File: src/rtl/sim_uart_console_mux.sv
// rtl/sim_uart_console_mux.sv - per-hart UART line buffers merged line-atomically onto one console port
// Optional partial-line flush after an idle period: define SIM_UART_TIMEOUT_FLUSH_EN.
module sim_uart_console_mux #(
    parameter int NUM_CH        = 2,
    parameter int DEPTH         = 64,
    parameter int FLUSH_TIMEOUT = 1024,
    localparam int SW           = (NUM_CH > 1) ? $clog2(NUM_CH) : 1
) (
    input  logic                clock,
    input  logic                reset,
    input  logic [NUM_CH-1:0]   in_valid,
    input  logic [8*NUM_CH-1:0] in_ch,
    output logic                out_valid,
    input  logic                out_ready,
    output logic [7:0]          out_ch,
    output logic [SW-1:0]       out_src,
    output logic                out_last,
    output logic [NUM_CH-1:0]   ovf_sticky
);
    localparam int AW = $clog2(DEPTH);
    localparam int CW = $clog2(DEPTH + 1);

    if (DEPTH < 4 || (DEPTH & (DEPTH - 1)) != 0 || NUM_CH < 1 || NUM_CH > 16 || FLUSH_TIMEOUT < 1) begin : g_bad_param
        $error("sim_uart_console_mux: illegal parameter set");
    end

    typedef enum logic [0:0] {IDLE, DRAIN} state_t;

    state_t           state;
    logic [SW-1:0]    sel;
    logic [SW-1:0]    rr_ptr;
    logic [CW-1:0]    budget;

    logic [7:0]       mem     [NUM_CH][DEPTH];
    logic [AW-1:0]    wr_ptr  [NUM_CH];
    logic [AW-1:0]    rd_ptr  [NUM_CH];
    logic [CW-1:0]    count   [NUM_CH];
    logic [CW-1:0]    line_cnt[NUM_CH];

    logic [NUM_CH-1:0] full, push, pop, push_nl, pop_nl, eligible;
    logic             any_eligible;
    logic [SW-1:0]    grant;
    logic [AW-1:0]    rd_next;
    logic [7:0]       next_ch;
    logic [7:0]       grant_ch;

`ifdef SIM_UART_TIMEOUT_FLUSH_EN
    localparam int TW = $clog2(FLUSH_TIMEOUT + 1);
    logic [TW-1:0]    idle_cnt[NUM_CH];
`endif

    always_comb begin
        for (int i = 0; i < NUM_CH; i++) begin
            full[i]     = (count[i] == CW'(DEPTH));
            push[i]     = in_valid[i] && !full[i];
            pop[i]      = (state == DRAIN) && out_ready && (sel == SW'(i));
            push_nl[i]  = push[i] && (in_ch[8*i +: 8] == 8'h0A);
            pop_nl[i]   = pop[i] && (mem[i][rd_ptr[i]] == 8'h0A);
`ifdef SIM_UART_TIMEOUT_FLUSH_EN
            eligible[i] = (line_cnt[i] != '0) || full[i] ||
                          ((count[i] != '0) && (idle_cnt[i] == TW'(FLUSH_TIMEOUT)));
`else
            eligible[i] = (line_cnt[i] != '0) || full[i];
`endif
        end
    end

    // Scan downward so the channel closest to rr_ptr is the last (winning) assignment.
    always_comb begin
        any_eligible = 1'b0;
        grant        = '0;
        for (int k = NUM_CH - 1; k >= 0; k--) begin
            int idx;
            idx = int'(rr_ptr) + k;
            if (idx >= NUM_CH) idx = idx - NUM_CH;
            if (eligible[idx]) begin
                any_eligible = 1'b1;
                grant        = SW'(idx);
            end
        end
    end

    assign rd_next  = rd_ptr[sel] + 1'b1;
    assign next_ch  = mem[sel][rd_next];
    assign grant_ch = mem[grant][rd_ptr[grant]];

    always_ff @(posedge clock) begin
        for (int i = 0; i < NUM_CH; i++) begin
            if (push[i]) mem[i][wr_ptr[i]] <= in_ch[8*i +: 8];
        end
    end

    always_ff @(posedge clock) begin
        for (int i = 0; i < NUM_CH; i++) begin
            if (!reset) begin
                wr_ptr[i]     <= '0;
                rd_ptr[i]     <= '0;
                count[i]      <= '0;
                line_cnt[i]   <= '0;
                ovf_sticky[i] <= 1'b0;
            end else begin
                if (push[i]) wr_ptr[i] <= wr_ptr[i] + 1'b1;
                if (pop[i])  rd_ptr[i] <= rd_ptr[i] + 1'b1;
                if (push[i] && !pop[i])      count[i] <= count[i] + 1'b1;
                else if (!push[i] && pop[i]) count[i] <= count[i] - 1'b1;
                if (push_nl[i] && !pop_nl[i])      line_cnt[i] <= line_cnt[i] + 1'b1;
                else if (!push_nl[i] && pop_nl[i]) line_cnt[i] <= line_cnt[i] - 1'b1;
                if (in_valid[i] && full[i]) ovf_sticky[i] <= 1'b1;
            end
        end
    end

`ifdef SIM_UART_TIMEOUT_FLUSH_EN
    always_ff @(posedge clock) begin
        for (int i = 0; i < NUM_CH; i++) begin
            if (!reset || push[i])                      idle_cnt[i] <= '0;
            else if (idle_cnt[i] != TW'(FLUSH_TIMEOUT)) idle_cnt[i] <= idle_cnt[i] + 1'b1;
        end
    end
`endif

    // Budget caps the line at the grant-time count, so next_ch is always already stored.
    always_ff @(posedge clock) begin
        if (!reset) begin
            state     <= IDLE;
            sel       <= '0;
            rr_ptr    <= '0;
            budget    <= '0;
            out_valid <= 1'b0;
            out_ch    <= '0;
            out_src   <= '0;
            out_last  <= 1'b0;
        end else begin
            case (state)
                IDLE: begin
                    if (any_eligible) begin
                        state     <= DRAIN;
                        sel       <= grant;
                        budget    <= count[grant];
                        out_valid <= 1'b1;
                        out_ch    <= grant_ch;
                        out_src   <= grant;
                        out_last  <= (grant_ch == 8'h0A) || (count[grant] == CW'(1));
                    end
                end
                DRAIN: begin
                    if (out_ready) begin
                        if (out_last) begin
                            state     <= IDLE;
                            out_valid <= 1'b0;
                            out_last  <= 1'b0;
                            rr_ptr    <= (sel == SW'(NUM_CH - 1)) ? '0 : sel + 1'b1;
                        end else begin
                            budget   <= budget - 1'b1;
                            out_ch   <= next_ch;
                            out_last <= (next_ch == 8'h0A) || (budget == CW'(2));
                        end
                    end
                end
                default: state <= IDLE;
            endcase
        end
    end
endmodule
File: config.mk
export PLATFORM = sky130hd
export DESIGN_NAME = sim_uart_console_mux
export DESIGN_NICKNAME = d
export VERILOG_FILES = /design/src/rtl/sim_uart_console_mux.sv
export SDC_FILE = /design/constraint.sdc
export NUM_CORES = 2
export LEC_CHECK = 0
export ABC_AREA = 1
export CORE_UTILIZATION = 40
export DETAILED_ROUTE_END_ITERATION = 10
export PLACE_DENSITY_LB_ADDON = 0.15
export SLEW_MARGIN = 5
export SYNTH_ARGS = -nofsm -noshare
export SYNTH_HDL_FRONTEND = slang
export SYNTH_SLANG_ARGS = --single-unit
File: constraint.sdc
create_clock -name clock -period 3.4 [get_ports clock]
set_input_delay 0.68 -clock clock [delete_from_list [all_inputs] [get_ports clock]]
set_output_delay 0.68 -clock clock [all_outputs]
set_load 0.01 [all_outputs]
==> metrics.yaml <==
cts:
  cts_made_buffers: 133
  clock_latency_ns: 0.81
  clock-sinks: 1099
  clk_pin_slew_ns: 0.06
  cts_tree: "done"
  htreeDepth: 4
  hold_buffers: 0
  cts_buffer_depth: 3
  root_buffer: "clkbuf_16"
cells_and_area:
  final_common_cell: "nand2_1"
  layout_common_cells: "1804 x nand2_1, 1145 x buf_4, 1076 x edfxtp_1, 917 x nand3_1, 850 x o21ai_0"
  fin_util_pct: 54.1
  seqCellArea_um2: 32800
  nFillCells: 14442
  layout-drive-gt1-share_pct: 23.7
  multiInputGateArea_um2: 28100
  area_growth_syn_to_layout_pct: 34.1
  nets: 8614
placement:
  place_ws_ns: -1.31
  portBuffers: 33
  post-dp-hpwl_um: 222000
  place_congestion: 1.00
floorplanning:
  die_w_um: 400
  coreArea_um2: 157000
  initial_core_util_pct: 40.4
  dieArea_um2: 160000
  rows: 145
  die_h_um: 400
  pin_count: 34
power_and_ir_drop:
  vdd_ir_drop_max_v: 0.000560
  power.leakage_nw: 34.2
  powerDensity_nw_per_um2: 453
worst_setup_path:
  cp_max_fo: 6
  crit_top_cell: "buf_12"
  end_kind: "register"
  path_buf_inv: 10
  crit_type: "register to register"
  cpMaxStageDelayCell: "o211ai_1"
  crit_chain: "buf_6 -> inv_8 -> buf_12 -> buf_12 -> buf_12 -> buf_6 -> nand2_2 -> o21ai_2 -> inv_2 -> ha_4 -> buf_12 -> buf_16 -> o211ai_1 -> o21ai_2 -> o211ai_1 -> nand3_1 -> nand3_1 -> buf_6 -> nand2_4 -> nor2_2 -> nand4_1 -> nand2_1 -> a21oi_1 -> a21oi_1"
  reg2reg_depth: 24
  slowest_delay_ns: 0.51
  arrival_ns: 4.78
  cp_data_required_time_ns: 4.11
  cp_top_family: "buffers and inverters"
  reg2reg_to: "out_last"
  r2r_slack_ns: -0.67
  startpoint_type: "register"
  r2r_start: "rd_ptr[1][1]"
yosys:
  synth_area_per_cell_um2: 8.43
  synth_cells: 7495
  synth-main-ff-cell: "edfxtp_1"
  seq_area_frac_synth_pct: 51.9
  synthArstFlopShare_pct: 0
  ys.warnings.count: 0
  syn_area_um2: 63200
  syn_nets: 7539
  synthDistinctLibCells: 56
  yosys_register_bits: 1099
  synth-edff-count: 1076
route:
  drt_first_pass_iters: 9
  drc_errors: 0
  detail-route-antenna-nets: 0
  routed_wirelength_um: 330000
  vias: 65518
  route.detailed.vias_per_inst: 6.10
  routedWlPerCell_um: 30.7
  drt_iter0_drc: 10108
global_routing:
  grt_pass1_wl_um: 446000
  antenna_found_initial: 16
  grt_max_degree: 115
  grt_usage_pct: 39.4
  first_global_vias: 59734
  overflow: 0
timing:
  finalCriticalPeriod_ns: 4.07
  worst_slew_pin_slew_ns: 1.28
  rsz0062_at_grt: "true"
  post-route-period-util_pct: 120
  finalSetupViolations: 14
  hold_viol: 0
  fin_skew_ns: 0.0337
  slew_headroom_pct: 14.8
  max_freq_mhz: 245
  fin_ws_ns: -0.675
  tns_ns: -3.79
  drv_slew: 0
run_status:
  violations: "negative setup slack"
  status: "complete, but fails checks"
worst_hold_path:
  holdCritPathClass: "primary input to register"
  hp-start: "in_ch[7]"
  holdPathStages: 1
  min_to: "mem[0][71]"
job:
  drv_cap: 0
-- cell type report --
cell class,instances,share of cell area (%)
Clock inverter,83,0.908
Clock buffer,157,4.07
Sequential cell,1099,38.7
Timing Repair inverter,1,0.0236
Antenna cell,3,0.00886
Timing Repair Buffer,1482,17.5
Multi-Input combinational cell,5278,33.2
Inverter,575,2.63
Tap cell,2058,3.04
-- cells in the mapped netlist, drive strengths merged (40+ instances only) --
cell	instances	area [µm²]
nand3	1122	5620
o31ai	40	300
o211ai	250	1880
edfxtp	1076	32300
inv	571	2140
nand2	1861	7030
nor2	399	1510
mux2i	67	671
a21oi	170	851
nor3	92	465
clkbuf	272	1020
o311ai	62	543
buf	271	1470
o21ai	933	4690
-- worst max path at each step --
stage,startpoint,end,depth (start not counted)
after detailed placement,rd_ptr[1][0],line_cnt[1][6],21
after floorplan,rd_ptr[1][0],line_cnt[1][6],21
after CTS,rd_ptr[1][1],line_cnt[1][6],24
after global routing,rd_ptr[1][0],line_cnt[1][6],20
final,rd_ptr[1][1],out_last,24
after global placement,in_ch[13],line_cnt[1][6],17
-- registers in the layout, indices dropped and copies added (netlist names), named ones only --
register	cells
rd_ptr	12
line_cnt	14
state	1
ovf_sticky	2
out_valid	1
out_last	1
wr_ptr	12
out_ch	8
budget	7
sel	1
count	14
rr_ptr	1
mem	1024
-- layer usage --
metal | part of all wire (%) | routed length (µm) | vias up | track usage [%]
li1 | - | - | 28514 | -
met1 | 39 | 129000 | 31358 | 53.8
met2 | 42 | 138000 | 4710 | 57.2
met3 | 13 | 41700 | 924 | 9.62
met4 | 6.6 | 21700 | 12 | 21.4
met5 | 0.037 | 123 | - | 0
-- power breakdown --
part | switching, mW | total, mW | internal (mW) | leakage, nW
sequential | 0.119 | 15.1 | 15.0 | 9.96
clock | 6.20 | 14.3 | 8.13 | 2.06
combinational | 5.77 | 8.95 | 3.18 | 22.2
total | 12.1 | 38.4 | 26.3 | 34.2
-- through the flow --
stage          power, mW  hold WS, ns  cells  instance area, µm²
2_1_floorplan       18.5        0.466   7495               63200
3_3_place_gp        22.5        0.443  10332               75000
3_5_place_dp        22.5        0.451  10335               75100
4_1_cts             37.2        0.259  10636               81400
5_1_grt             39.2        0.262  10733               84800
6_report            38.4        0.305  10736               84800
-- what timing repair did --
item                       CTS  global route
setup endpoints to repair   30            36
buffers inserted            56            77
cloned                      14            33
pin swaps                   97           190
gates resized for setup    301           430
-- cells by family (layout without fill, tap and decap cells) --
logic type / count (synthesis) / in the layout / synth area share, %
compound gates: 1593 / 1593 / 14.7
other cells: 0 / 3 / 0
flops: 1099 / 1099 / 51.9
mux: 73 / 73 / 1.17
buf+inv: 1118 / 2298 / 7.35
fa+ha+maj: 23 / 23 / 0.479
simple gates: 3558 / 3558 / 24.0
xor+xnor: 31 / 31 / 0.430
No activity file was read; power rests on OpenSTA's default activity.
